===== config.mk =====
export PLATFORM = sky130hd
export DESIGN_NAME = shift_reg_ctrl
export DESIGN_NICKNAME = d
export VERILOG_FILES = /design/src/rtl/shift_reg_ctrl.sv
export SDC_FILE = /design/constraint.sdc
export NUM_CORES = 1
export LEC_CHECK = 0
export CAP_MARGIN = 40
export CORE_MARGIN = 10
export CORE_UTILIZATION = 46
export DETAILED_ROUTE_END_ITERATION = 8
export PLACE_DENSITY = 0.85
export SYNTH_ARGS = -nofsm -noshare
export SYNTH_HDL_FRONTEND = slang
export SYNTH_SLANG_ARGS = --single-unit
export TNS_END_PERCENT = 50

===== constraint.sdc =====
create_clock -name Clk -period 3.6 [get_ports Clk]
set_clock_uncertainty 0.15 [all_clocks]
set_input_delay 1.08 -clock Clk [delete_from_list [all_inputs] [get_ports Clk]]
set_output_delay 1.08 -clock Clk [all_outputs]
set_load 0.02 [all_outputs]

===== src/rtl/shift_reg_ctrl.sv =====
// -----------------------------------------------------------------------------
// shift_reg_ctrl
//
// Sequencer/arbiter that lets two requesters (A and B) share one 16-bit
// load/shift register (reg_8). A round-robin arbiter picks a winner from IDLE.
// The winner's word is presented on D with Load for one cycle. The block then
// asserts Shift_En for N_SHIFTS cycles and collects the register's serial
// output into Result, LSB first (each new bit enters at the MSB).
//
// Every output is decoded from registered state only. No input reaches an
// output combinationally, so the block can sit next to reg_8 without creating
// a loop through Shift_Out.
//
// Parameters
//   WIDTH     data width; must match reg_8
//   N_SHIFTS  shifts per transaction, 1..WIDTH
//
// Ports
//   Clk        in   clock, all state updates on posedge
//   Reset      in   synchronous active-high reset
//   Req_A/B    in   level requests from the two clients
//   Data_A/B   in   client words, sampled at grant
//   Fill_Bit   in   serial fill value, sampled at grant
//   Abort      in   cancel the active transaction (LOAD/SHIFT only)
//   Shift_Out  in   reg_8 bit 0
//   Load       out  reg_8 parallel load strobe
//   Shift_En   out  reg_8 shift enable
//   Shift_In   out  reg_8 serial input (latched fill bit)
//   D          out  reg_8 parallel data (the held word)
//   Ack_A/B    out  one-cycle grant pulse, coincides with Load
//   Busy       out  high outside IDLE
//   Done       out  one-cycle completion pulse
//   Done_Id    out  owner of the latest grant: 0=A, 1=B
//   Result     out  bits collected from Shift_Out
// -----------------------------------------------------------------------------
module shift_reg_ctrl #(
  parameter int WIDTH    = 16,
  parameter int N_SHIFTS = 16
) (
  input  logic             Clk,
  input  logic             Reset,
  input  logic             Req_A,
  input  logic             Req_B,
  input  logic [WIDTH-1:0] Data_A,
  input  logic [WIDTH-1:0] Data_B,
  input  logic             Fill_Bit,
  input  logic             Abort,
  input  logic             Shift_Out,
  output logic             Load,
  output logic             Shift_En,
  output logic             Shift_In,
  output logic [WIDTH-1:0] D,
  output logic             Ack_A,
  output logic             Ack_B,
  output logic             Busy,
  output logic             Done,
  output logic             Done_Id,
  output logic [WIDTH-1:0] Result
);

  // Counter wide enough to hold N_SHIFTS-1 for any legal N_SHIFTS <= WIDTH.
  localparam int CNT_W = $clog2(WIDTH) + 1;
  localparam logic [CNT_W-1:0] LAST_CNT = CNT_W'(N_SHIFTS - 1);

  typedef enum logic [1:0] {
    IDLE  = 2'd0,
    LOAD  = 2'd1,
    SHIFT = 2'd2,
    DONE  = 2'd3
  } state_t;

  state_t           state_q,  state_d;
  logic             ptr_q,    ptr_d;     // 0: A wins a tie, 1: B wins a tie
  logic [CNT_W-1:0] cnt_q,    cnt_d;
  logic [WIDTH-1:0] hold_q,   hold_d;
  logic             fill_q,   fill_d;
  logic             owner_q,  owner_d;   // 0=A, 1=B
  logic [WIDTH-1:0] result_q, result_d;

  // B wins when it is the only requester, or on a tie with the pointer at B.
  logic win_b;
  logic any_req;

  assign any_req = Req_A | Req_B;
  assign win_b   = Req_B & (~Req_A | ptr_q);

  always_comb begin
    state_d  = state_q;
    ptr_d    = ptr_q;
    cnt_d    = cnt_q;
    hold_d   = hold_q;
    fill_d   = fill_q;
    owner_d  = owner_q;
    result_d = result_q;

    unique case (state_q)
      IDLE: begin
        if (any_req) begin
          state_d  = LOAD;
          owner_d  = win_b;
          hold_d   = win_b ? Data_B : Data_A;
          fill_d   = Fill_Bit;
          result_d = '0;
          // Next tie goes to whichever side did not just win.
          ptr_d    = ~win_b;
        end
      end

      LOAD: begin
        cnt_d   = '0;
        state_d = Abort ? IDLE : SHIFT;
      end

      SHIFT: begin
        // reg_8 shifts on this edge whether or not Abort is high, so the
        // bit it presents now is captured either way; Result then holds
        // exactly the bits that actually left the register.
        result_d = {Shift_Out, result_q[WIDTH-1:1]};
        cnt_d    = cnt_q + 1'b1;
        if (Abort) begin
          state_d = IDLE;
        end else if (cnt_q == LAST_CNT) begin
          state_d = DONE;
        end
      end

      DONE: begin
        state_d = IDLE;
      end

      default: begin
        state_d = IDLE;
      end
    endcase
  end

  always_ff @(posedge Clk) begin
    if (Reset) begin
      state_q  <= IDLE;
      ptr_q    <= 1'b0;
      cnt_q    <= '0;
      hold_q   <= '0;
      fill_q   <= 1'b0;
      owner_q  <= 1'b0;
      result_q <= '0;
    end else begin
      state_q  <= state_d;
      ptr_q    <= ptr_d;
      cnt_q    <= cnt_d;
      hold_q   <= hold_d;
      fill_q   <= fill_d;
      owner_q  <= owner_d;
      result_q <= result_d;
    end
  end

  // Moore output decode
  assign Load     = (state_q == LOAD);
  assign Shift_En = (state_q == SHIFT);
  assign Shift_In = (state_q == SHIFT) & fill_q;
  assign Ack_A    = (state_q == LOAD) & ~owner_q;
  assign Ack_B    = (state_q == LOAD) &  owner_q;
  assign Busy     = (state_q != IDLE);
  assign Done     = (state_q == DONE);
  assign Done_Id  = owner_q;
  assign D        = hold_q;
  assign Result   = result_q;

endmodule


---- Yosys cells after proc, flatten, opt, wreduce, memory -nomap -nowiden ----
Index checks and enable logic that the tools add are counted.
cells by class
  bitwise logic cells ..................... 9
  reductions and logical operators ........ 7
  add/subtract/negate cells ............... 1
  equal/unequal tests ..................... 6
  multiplexer cells ....................... 9
operators with widths
  kind                                                              number
  16-bit 2-to-1 mux                                                 2
  16-bit one-hot mux with 2 select lines                            1
  5-bit one-hot mux with 2 select lines                             1
  2-bit 2-to-1 mux                                                  4
  2-bit one-hot mux with 4 select lines                             1
  2-bit AND reduction                                               3
  2-bit nonzero test                                                3
  5-bit by 1-bit adder with 5-bit output (second input constant)    1
  5-bit by 4-bit == test with 1-bit output (second input constant)  1
  1-bit bitwise AND                                                 4
  2-bit == test (second input constant)                             2
  3-bit by 2-bit != test with 1-bit output (second input constant)  1
  1-bit inverter                                                    3
  2-bit by 1-bit == test with 1-bit output (second input constant)  1
  2-bit logical NOT                                                 1
  2-bit != test (second input constant)                             1
  1-bit bitwise OR                                                  2
storage, ports and cells
  bits in registers ....................... 42
  logic and storage cells ................. 39
  output and inout port bits .............. 40

---- Logic depth before layout (Yosys ltp) ----
Gate-level depths: netlist (run 1).
  depth after elaboration ................. 4
  gate-level depth with buffers ........... 7

---- Worst setup path after synthesis (run 1) ----
Ideal clock, no wire load.
  kind .................................... register to output
  from .................................... register state_q[0]
  to ...................................... output Shift_In
  data required time ...................... 2.370 ns
  stages on the path, launching flop included .. 5
  setup slack ............................. 1.159 ns
  arrival time ............................ 1.211 ns
  cells stage by stage .................... dfxtp_1 -> inv_1 -> ha_1 -> buf_2 -> and2_1
on the way
  word-level cells in the longest chain between the ends .. 2
RTL lines
  item                    line  source
  from (decl)             72    state_t state_q, state_d;
  from (signal assigned)  147   state_q <= state_d;
  2-bit == test           -
  net Shift_En            50    output logic Shift_En,
  1-bit bitwise AND       160   assign Shift_In = (state_q == SHIFT) & fill_q;
  to (decl)               51    output logic Shift_In,
The timed path passes the listed nets, and every way through them passes these cells.

---- Final worst setup path (run 1) ----
  from .................................... register state_q[0]
  to ...................................... output Shift_In
on the way
  word-level cells in the longest chain between the ends .. 2
RTL lines
  item               line
  2-bit == test      160
  1-bit bitwise AND  160
No other way between the ends.

==> results_dict.tcl, run 1 <==
set metrics [dict create \
    status "completed" \
    nNetsFinal 300 \
    cts.clk_slew.worst_paths_ps 70 \
    synth_seq_area_share 0.445 \
    htreeDepth 2 \
    slew_headroom 0.558 \
    vias 1615 \
    rr_startpoint "state_q[1]$_SDFFE_PP0P_" \
    p_per_area_nw_per_um2 376 \
    diodes 0 \
    cp.required_ps 2370 \
    grt_max_degree 30 \
    route.detailed.drc 0 \
    synth_area_um2 1890 \
    drive_above_1_share 0.107 \
    grt_antenna_before_repair 0 \
    die_h_um 84.1 \
    r2r_end "D[0]$_SDFFE_PP0P_" \
    dp_hpwl_um 3940 \
    synthToLayoutAreaGrowth_pct 46.2 \
    yosys_warnings 0 \
    drv_cap 0 \
    multi_input_area_um2 936 \
    regArea_um2 841 \
    synthCells 177 \
    via_per_inst 5.33 \
    post_cts_buffers 0 \
    grt_usage 0.142 \
    dieArea_um2 7070 \
    period_needed_ps 3240 \
    setup.worst_path.class "register to primary output" \
    leakagePower_nw 0.963 \
    synthesis.nets 223 \
    endpoint "Shift_In" \
    postRouteAntennaNets 0 \
    yosys_register_bits 42 \
    cts_hold_buf 0 \
    rsz0062_at_grt "no" \
    rows 23 \
    cts-buffers-inserted 5 \
    cts_tree "yes" \
    crit_path_end_kind "primary output" \
    final_core_util 0.691 \
    fp.coreArea_um2 4000 \
    wire_per_inst_um 16.9 \
    max_stage_delay_ps 600 \
    synthDistinctLibCells 39 \
    ios 79 \
    root_buffer "clkbuf_8" \
    total_power_mw 1.04 \
    fp.dieW_um 84.1 \
    port_buffers 78 \
    wl_met3_um 341 \
    drt-pass1-iter-count 4 \
    place.gp.congestion 0.741 \
    fin_crit_sh 0.900 \
    cp_cell_sequence "inv_1 -> ha_1 -> and2_1 -> clkdlybuf4s50_1" \
    grt_overflow 0 \
    wl_met2_um 2680 \
    peakVddDrop_mv 0.293 \
    worstRegToRegCells 5 \
    grt_pass1_vias 1665 \
    cts.path.max_buffers 2 \
    r2r_slack_ps 1560 \
    syn_avg_cell_area_um2 10.7 \
    crit_fanout 12 \
    slew_viol_final 0 \
    num-fill-cells 306 \
    routed_wl_um 5130 \
    setup_tns_ps 0 \
    hp-class "register to register" \
    grt_pass1_wl_um 8380 \
    fmax_mhz 309 \
    start_kind "register" \
    initial_core_util 0.472 \
    highest_layer "met4" \
    setup_violations 0 \
    wl_met1_um 2040 \
    cp.arrival_ps 2010 \
    critical_path.startpoint "state_q[0]$_SDFFE_PP0P_" \
    finalHoldViolCount 0 \
    drtIter0Drc 74 \
    clock_latency_ps 290 \
    worst_pin_slew_ps 662 \
    cts_sinks 42 \
    post_cts_resized 0 \
    slowest_stage "clkdlybuf4s50_1" \
]
==> logic make-up after synthesis <==
family | after synthesis | synth area share
flops | 42 | 0.445
simple gates | 62 | 0.211
mux | 2 | 0.0106
fa+ha+maj | 7 | 0.0464
compound gates | 45 | 0.228
buf+inv | 19 | 0.0596
==> critical path, delay by kind of cell, from the launching register on <==
family                     cells  cell delay, ps
buffers and inverters          2             720
adders and majority gates      1             480
DFF                            1             330
and+or+nand+nor                1             190
==> layout make-up <==
type | count | area share
Sequential cell | 42 | 0.304
Inverter | 7 | 0.00951
Clock buffer | 6 | 0.0299
Multi-Input combinational cell | 116 | 0.339
Timing Repair Buffer | 82 | 0.295
Tap cell | 50 | 0.0226
==> state kept, by name, summed over array words and instances (netlist names) <==
register  cells
state_q       2
fill_q        1
Result       16
Done_Id       1
ptr_q         1
cnt_q         5
D            16
==> layout by cell type, fill, tap and decap left out, drive strengths merged <==
| cell | Yosys | routed |
|---|---|---|
| o22ai | 15 | 15 |
| clkbuf | 1 | 6 |
| a21oi | 4 | 4 |
| and3 | 1 | 1 |
| inv | 7 | 7 |
| a31oi | 1 | 1 |
| nand2b | 17 | 17 |
| mux2i | 2 | 2 |
| or3b | 1 | 1 |
| or4 | 1 | 1 |
| buf | 11 | 4 |
| or3 | 1 | 1 |
| o32ai | 2 | 2 |
| o21ai | 2 | 2 |
| a221o | 16 | 16 |
| nand3b | 1 | 1 |
| clkdlybuf4s50 | 0 | 78 |
| nor2b | 5 | 5 |
| a211oi | 1 | 1 |
| nand3 | 3 | 3 |
| a2bb2oi | 1 | 1 |
| nor2 | 3 | 3 |
| ha | 7 | 7 |
| nor3b | 16 | 16 |
| o21a | 2 | 2 |
| dfxtp | 42 | 42 |
| a221oi | 1 | 1 |
| or2 | 1 | 1 |
| nor3 | 1 | 1 |
| nand2 | 8 | 8 |
| nand4b | 1 | 1 |
| and2 | 2 | 2 |
==> synthesized netlist by cell type (all sizes together) <==
cell	instances	area [um^2]
mux2i	2	20.0
nand4b	1	8.76
o21a	2	22.5
ha	7	87.6
a221o	16	160
dfxtp	42	841
and2	2	12.5
or3	1	6.26
o32ai	2	25.0
o21ai	2	10.0
or3b	1	11.3
and3	1	6.26
a221oi	1	8.76
inv	7	26.3
nor2	3	11.3
nand2	8	37.5
nor2b	5	31.3
a2bb2oi	1	8.76
clkbuf	1	3.75
nand3	3	15.0
nand3b	1	7.51
nor3b	16	120
a21oi	4	20.0
or2	1	6.26
a31oi	1	6.26
buf	11	82.6
o22ai	15	156
nor3	1	10.0
a211oi	1	12.5
nand2b	17	106
or4	1	7.51
==> report_power, final <==
| part | internal (mW) | switching, mW | total (mW) |
|---|---|---|---|
| registers | 0.489 | 0.0130 | 0.502 |
| clock network | 0.148 | 0.148 | 0.295 |
| logic | 0.127 | 0.115 | 0.242 |
==> worst min path at each step <==
stage | endpoint | from | cells past startpoint
3_3_place_gp | fill_q$_SDFFE_PP0P_ | fill_q$_SDFFE_PP0P_ | 2
6_report | ptr_q$_SDFFE_PP0P_ | ptr_q$_SDFFE_PP0P_ | 2
5_1_grt | ptr_q$_SDFFE_PP0P_ | ptr_q$_SDFFE_PP0P_ | 2
4_1_cts | ptr_q$_SDFFE_PP0P_ | ptr_q$_SDFFE_PP0P_ | 2
3_5_place_dp | cnt_q[1]$_SDFFE_PP0P_ | cnt_q[1]$_SDFFE_PP0P_ | 2
2_1_floorplan | fill_q$_SDFFE_PP0P_ | fill_q$_SDFFE_PP0P_ | 2
==> routing by layer <==
| metal | global-route usage | vias up |
|---|---|---|
| li1 | - | 805 |
| met1 | 0.148 | 767 |
| met2 | 0.255 | 37 |
| met3 | 0.0527 | 6 |
| met4 | 0.0457 | 0 |
| met5 | 0 | - |
==> stage by stage <==
stage,instance area (um^2),worst slack (ps),instances,hold slack (ps)
floorplan,1890,1160,177,302
global placement,2660,572,295,318
detailed placement,2680,670,297,330
CTS,2760,355,303,351
global route,2760,224,303,377
finish,2760,361,303,348
(Power assumes the default switching activity.)
==> run 2: changes to the inputs <==
- clock period: 3.6 -> 3.8 ns (I/O delays scaled with it)
==> run 2 against run 1 <==
Compared with the run above:
- cell count increased by 0.66%
- critical path depth did not move
- largest power group unchanged
- largest cell class unchanged
- sequential cell count stayed put
- global-route usage is 0.22 points higher
==> results_dict.tcl, run 2 (synthesis gave the netlist of run 1 again) <==
set metrics [dict create \
    synthToLayoutAreaGrowth_pct 46.8 \
    slew_viol_final 0 \
    cp_cell_sequence "inv_1 -> ha_1 -> and2_1 -> clkdlybuf4s50_1" \
    vias 1634 \
    rr_startpoint "state_q[0]$_SDFFE_PP0P_" \
    fp.coreArea_um2 4000 \
    dp_hpwl_um 4010 \
    cp.arrival_ps 2020 \
    cts.clk_slew.worst_paths_ps 80 \
    post_cts_resized 0 \
    htreeDepth 2 \
    grt_max_degree 30 \
    via_per_inst 5.36 \
    fmax_mhz 302 \
    start_kind "register" \
    grt_antenna_before_repair 0 \
    layout_common_cells "clkdlybuf4s50_1, dfxtp_1, nand2b_1" \
    multi_input_area_um2 936 \
    layout.cells.non_filler 305 \
    period_needed_ps 3310 \
    diodes 0 \
    hp-class "register to register" \
    post-place-ws_ps 806 \
    setup_violations 0 \
    ios 79 \
    root_buffer "clkbuf_8" \
    max_stage_delay_ps 600 \
    worst_pin_slew_ps 654 \
    p_per_area_nw_per_um2 358 \
    finalWorstSetupSlack_ps 486 \
    layout_commonest_cell "clkdlybuf4s50_1" \
    cts_tree "yes" \
    finalHoldViolCount 0 \
    use_met3 0.0479 \
    total_power_mw 0.994 \
    wire_per_inst_um 17.3 \
    initial_core_util 0.472 \
    place_inst 297 \
    rows 23 \
    post_cts_buffers 0 \
    switchingPower_mw 0.281 \
    fin_crit_sh 0.872 \
    top_usage_layer "met2" \
    power_frac_comb 0.232 \
    place.gp.congestion 0.728 \
    grt_overflow 0 \
    cts-buffers-inserted 5 \
    grt_pass1_vias 1707 \
    clock_latency_ps 290 \
    cts_hold_buf 0 \
    r2r_end "D[12]$_SDFFE_PP0P_" \
    use_met2 0.252 \
    power_frac_clock 0.290 \
    dieArea_um2 7070 \
    grt_pass1_wl_um 8530 \
    postRouteAntennaNets 0 \
    grt_usage 0.144 \
    setup_tns_ps 0 \
    leakagePower_nw 0.965 \
    cts.path.max_buffers 2 \
    port_buffers 78 \
    num-fill-cells 306 \
    rsz0062_at_grt "no" \
    cts_sinks 42 \
    slowest_stage "clkdlybuf4s50_1" \
    drtIter0Drc 103 \
    regArea_um2 841 \
    setup.worst_path.class "register to primary output" \
    endpoint "Shift_In" \
    cp.required_ps 2510 \
    fp.dieW_um 84.1 \
    slew_headroom 0.564 \
    die_h_um 84.1 \
    r2r_slack_ps 1760 \
    crit_fanout 12 \
    power_frac_seq 0.478 \
    critical_path.startpoint "state_q[0]$_SDFFE_PP0P_" \
    routed_wl_um 5280 \
    drt-pass1-iter-count 4 \
    swShare 0.283 \
    nNetsFinal 300 \
    status "completed" \
    route.detailed.drc 0 \
    drive_above_1_share 0.114 \
    internal-power_mw 0.713 \
    use_met1 0.156 \
    crit_path_end_kind "primary output" \
    worstRegToRegCells 5 \
    drv_cap 0 \
    peakVddDrop_mv 0.221 \
]
-- run 2: cell type report --
type                            count  share of cell area
Clock inverter                      3             0.00767
Clock buffer                        5              0.0248
Tap cell                           50              0.0226
Inverter                            7             0.00947
Multi-Input combinational cell    116               0.337
Sequential cell                    42               0.303
Timing Repair Buffer               82               0.295
-- run 2: how the worst min path moves through the flow --
stage                               start               endpoint  slack (ps)  depth (start not counted)
finish              cnt_q[1]$_SDFFE_PP0P_  cnt_q[1]$_SDFFE_PP0P_         350                          2
global route        cnt_q[1]$_SDFFE_PP0P_  cnt_q[1]$_SDFFE_PP0P_         370                          2
CTS                 cnt_q[1]$_SDFFE_PP0P_  cnt_q[1]$_SDFFE_PP0P_         350                          2
detailed placement  cnt_q[1]$_SDFFE_PP0P_  cnt_q[1]$_SDFFE_PP0P_         340                          2
global placement      fill_q$_SDFFE_PP0P_    fill_q$_SDFFE_PP0P_         320                          2
floorplan             fill_q$_SDFFE_PP0P_    fill_q$_SDFFE_PP0P_         300                          2
-- run 2: per-stage QoR --
stage               hold WS, ps  utilization  instance area (um^2)
floorplan                   302            -                  1890
global placement            317        0.665                  2660
detailed placement          338        0.671                  2680
CTS                         349        0.693                  2770
global route                375        0.693                  2770
finish                      347        0.693                  2770
-- run 2: worst max-delay path, delay by kind of cell (launching register included) --
kind | cells | cell delay, ps
DFF | 1 | 330
and+or+nand+nor | 1 | 190
adders and majority gates | 1 | 490
buffers and inverters | 2 | 730
-- run 2: metal layers --
| layer | part of all wire | routed length [um] |
|---|---|---|
| met5 | 0 | 0 |
| met4 | 0.011 | 59 |
| met3 | 0.063 | 330 |
| met2 | 0.54 | 2830 |
| met1 | 0.39 | 2050 |
-- run 2: power groups by stage --
stage                     Combinational (mW)  Clock, mW  Sequential, mW
after CTS                              0.233      0.297           0.475
final                                  0.231      0.288           0.475
after floorplan                        0.106          0           0.507
after global placement                 0.225          0           0.484
after global routing                   0.247      0.317           0.478
after detailed placement               0.232          0           0.485
==> run 3: changes to the inputs <==
- CAP_MARGIN: 40 -> unset
- CORE_UTILIZATION: 46 -> 42
- PLACE_DENSITY: 0.85 -> 0.79
- clock period: 3.8 -> 3.25 ns (I/O delays scaled with it)
==> run 3 against run 2 <==
Compared with the run above:
- core utilization fell by 5.9 points
- sequential power increased by 17%
- combinational power rose by 16%
- total power increased by 16%
- critical path depth stayed put
- non-clock buffer count decreased by 1
- first-iteration DRC count decreased by 20%
- clock power rose by 16%
- global-route usage fell by 1.7 points
==> results_dict.tcl, run 3 (synthesis gave the netlist of run 1 again) <==
set metrics [dict create \
    wire_per_inst_um 16.7 \
    drt-pass1-iter-count 4 \
    ios 79 \
    fmax_mhz 332 \
    status "completed" \
    slew_viol_final 0 \
    leakagePower_nw 0.956 \
    postRouteAntennaNets 0 \
    fp.coreArea_um2 4350 \
    setup_tns_ps 0 \
    hp-class "register to register" \
    drv_cap 0 \
    routed_wl_um 5110 \
    grt_pass1_vias 1590 \
    dp_hpwl_um 3900 \
    multi_input_area_um2 938 \
    grt_max_degree 34 \
    synthToLayoutAreaGrowth_pct 46.3 \
    grt_antenna_before_repair 0 \
    rows 24 \
    cts_tree "yes" \
    period_needed_ps 3010 \
    fp.dieW_um 87.1 \
    cts.path.max_buffers 2 \
    finalHoldViolCount 0 \
    crit_path_end_kind "primary output" \
    crit_fanout 12 \
    num-fill-cells 353 \
    port_buffers 78 \
    worst_pin_slew_ps 1110 \
    drive_above_1_share 0.114 \
    cts_hold_buf 0 \
    htreeDepth 2 \
    cp.arrival_ps 1890 \
    slew_headroom 0.261 \
    clock_latency_ps 290 \
    final_core_util 0.635 \
    fin_crit_sh 0.927 \
    layout_common_cells "clkdlybuf4s50_1, dfxtp_1, nand2b_1" \
    cp.required_ps 2120 \
    top_usage_layer "met2" \
    diodes 0 \
    route.detailed.drc 0 \
    post_cts_buffers 0 \
    place.gp.congestion 0.762 \
    setup.worst_path.class "register to primary output" \
    vias 1616 \
    grt_overflow 0 \
    regArea_um2 841 \
    use_met3 0.0478 \
    grt_usage 0.128 \
    use_met1 0.143 \
    cts-buffers-inserted 5 \
    via_per_inst 5.28 \
    die_h_um 87.1 \
    initial_core_util 0.434 \
    nNetsFinal 299 \
    grt_pass1_wl_um 7780 \
    dieArea_um2 7580 \
    drtIter0Drc 82 \
    setup_violations 0 \
    peakVddDrop_mv 0.272 \
    p_per_area_nw_per_um2 418 \
    cts_sinks 42 \
    cts.clk_slew.worst_paths_ps 80 \
    use_met2 0.211 \
    rsz0062_at_grt "no" \
    root_buffer "clkbuf_8" \
    layout_commonest_cell "clkdlybuf4s50_1" \
    start_kind "register" \
]
run 3: changes by cell type in the layout (fill, tap and decap cells not counted), sizes merged:
| cell | before | now |
|---|---|---|
| buf | 4 | 3 |
run 3: final timing paths:
check	endpoint	from	cells after the start	slack, ps
setup / recovery	Shift_In	state_q[0]$_SDFFE_PP0P_	4	240
hold / removal	ptr_q$_SDFFE_PP0P_	ptr_q$_SDFFE_PP0P_	2	350
setup reg to reg	D[4]$_SDFFE_PP0P_	state_q[0]$_SDFFE_PP0P_	5	960
hold reg to reg	ptr_q$_SDFFE_PP0P_	ptr_q$_SDFFE_PP0P_	2	350
run 3: cell type report:
| type | count | share of cell area |
|---|---|---|
| inverter | 7 | 0.00951 |
| multi-input combinational | 116 | 0.340 |
| tap | 52 | 0.0235 |
| clock inverter | 3 | 0.00770 |
| timing repair buffer | 81 | 0.291 |
| sequential | 42 | 0.304 |
| clock buffer | 5 | 0.0249 |
run 3: routing by layer:
layer  wire length, um  vias to the layer above
met4                92                        0
met2              2650                       45
met5                 0                        -
met1              2050                      759
li1                  -                      804
met3               317                        8
run 3: through the flow:
stage               std cells  total power, mW  hold slack [ps]  cell area [um^2]  setup slack [ps]
finish                    306             1.16              352              2760               239
CTS                       306             1.17              353              2760              71.6
detailed placement        298            0.837              340              2670               266
global route              306             1.21              376              2760               128
global placement          298            0.833              314              2670               307
floorplan                 177            0.718              302              1890               914
run 3: timing repair:
| item | 4_1_cts | 5_1_grt |
|---|---|---|
| setup endpoints to repair | 0 | 1 |
| endpoints found under the hold margin | 0 | 0 |
| gates resized for setup | 0 | 1 |
run 3: where the power goes:
group          total (mW)  internal (mW)  switching, mW
combinational       0.267          0.141          0.126
sequential          0.555          0.541         0.0140
clock               0.334          0.151          0.183
total                1.16          0.833          0.323
run 3: worst max-delay path: stages (launching register included):
cell	delay (ps)
dfxtp_1	340
inv_1	140
ha_2	370
and2_1	170
clkdlybuf4s50_1	600
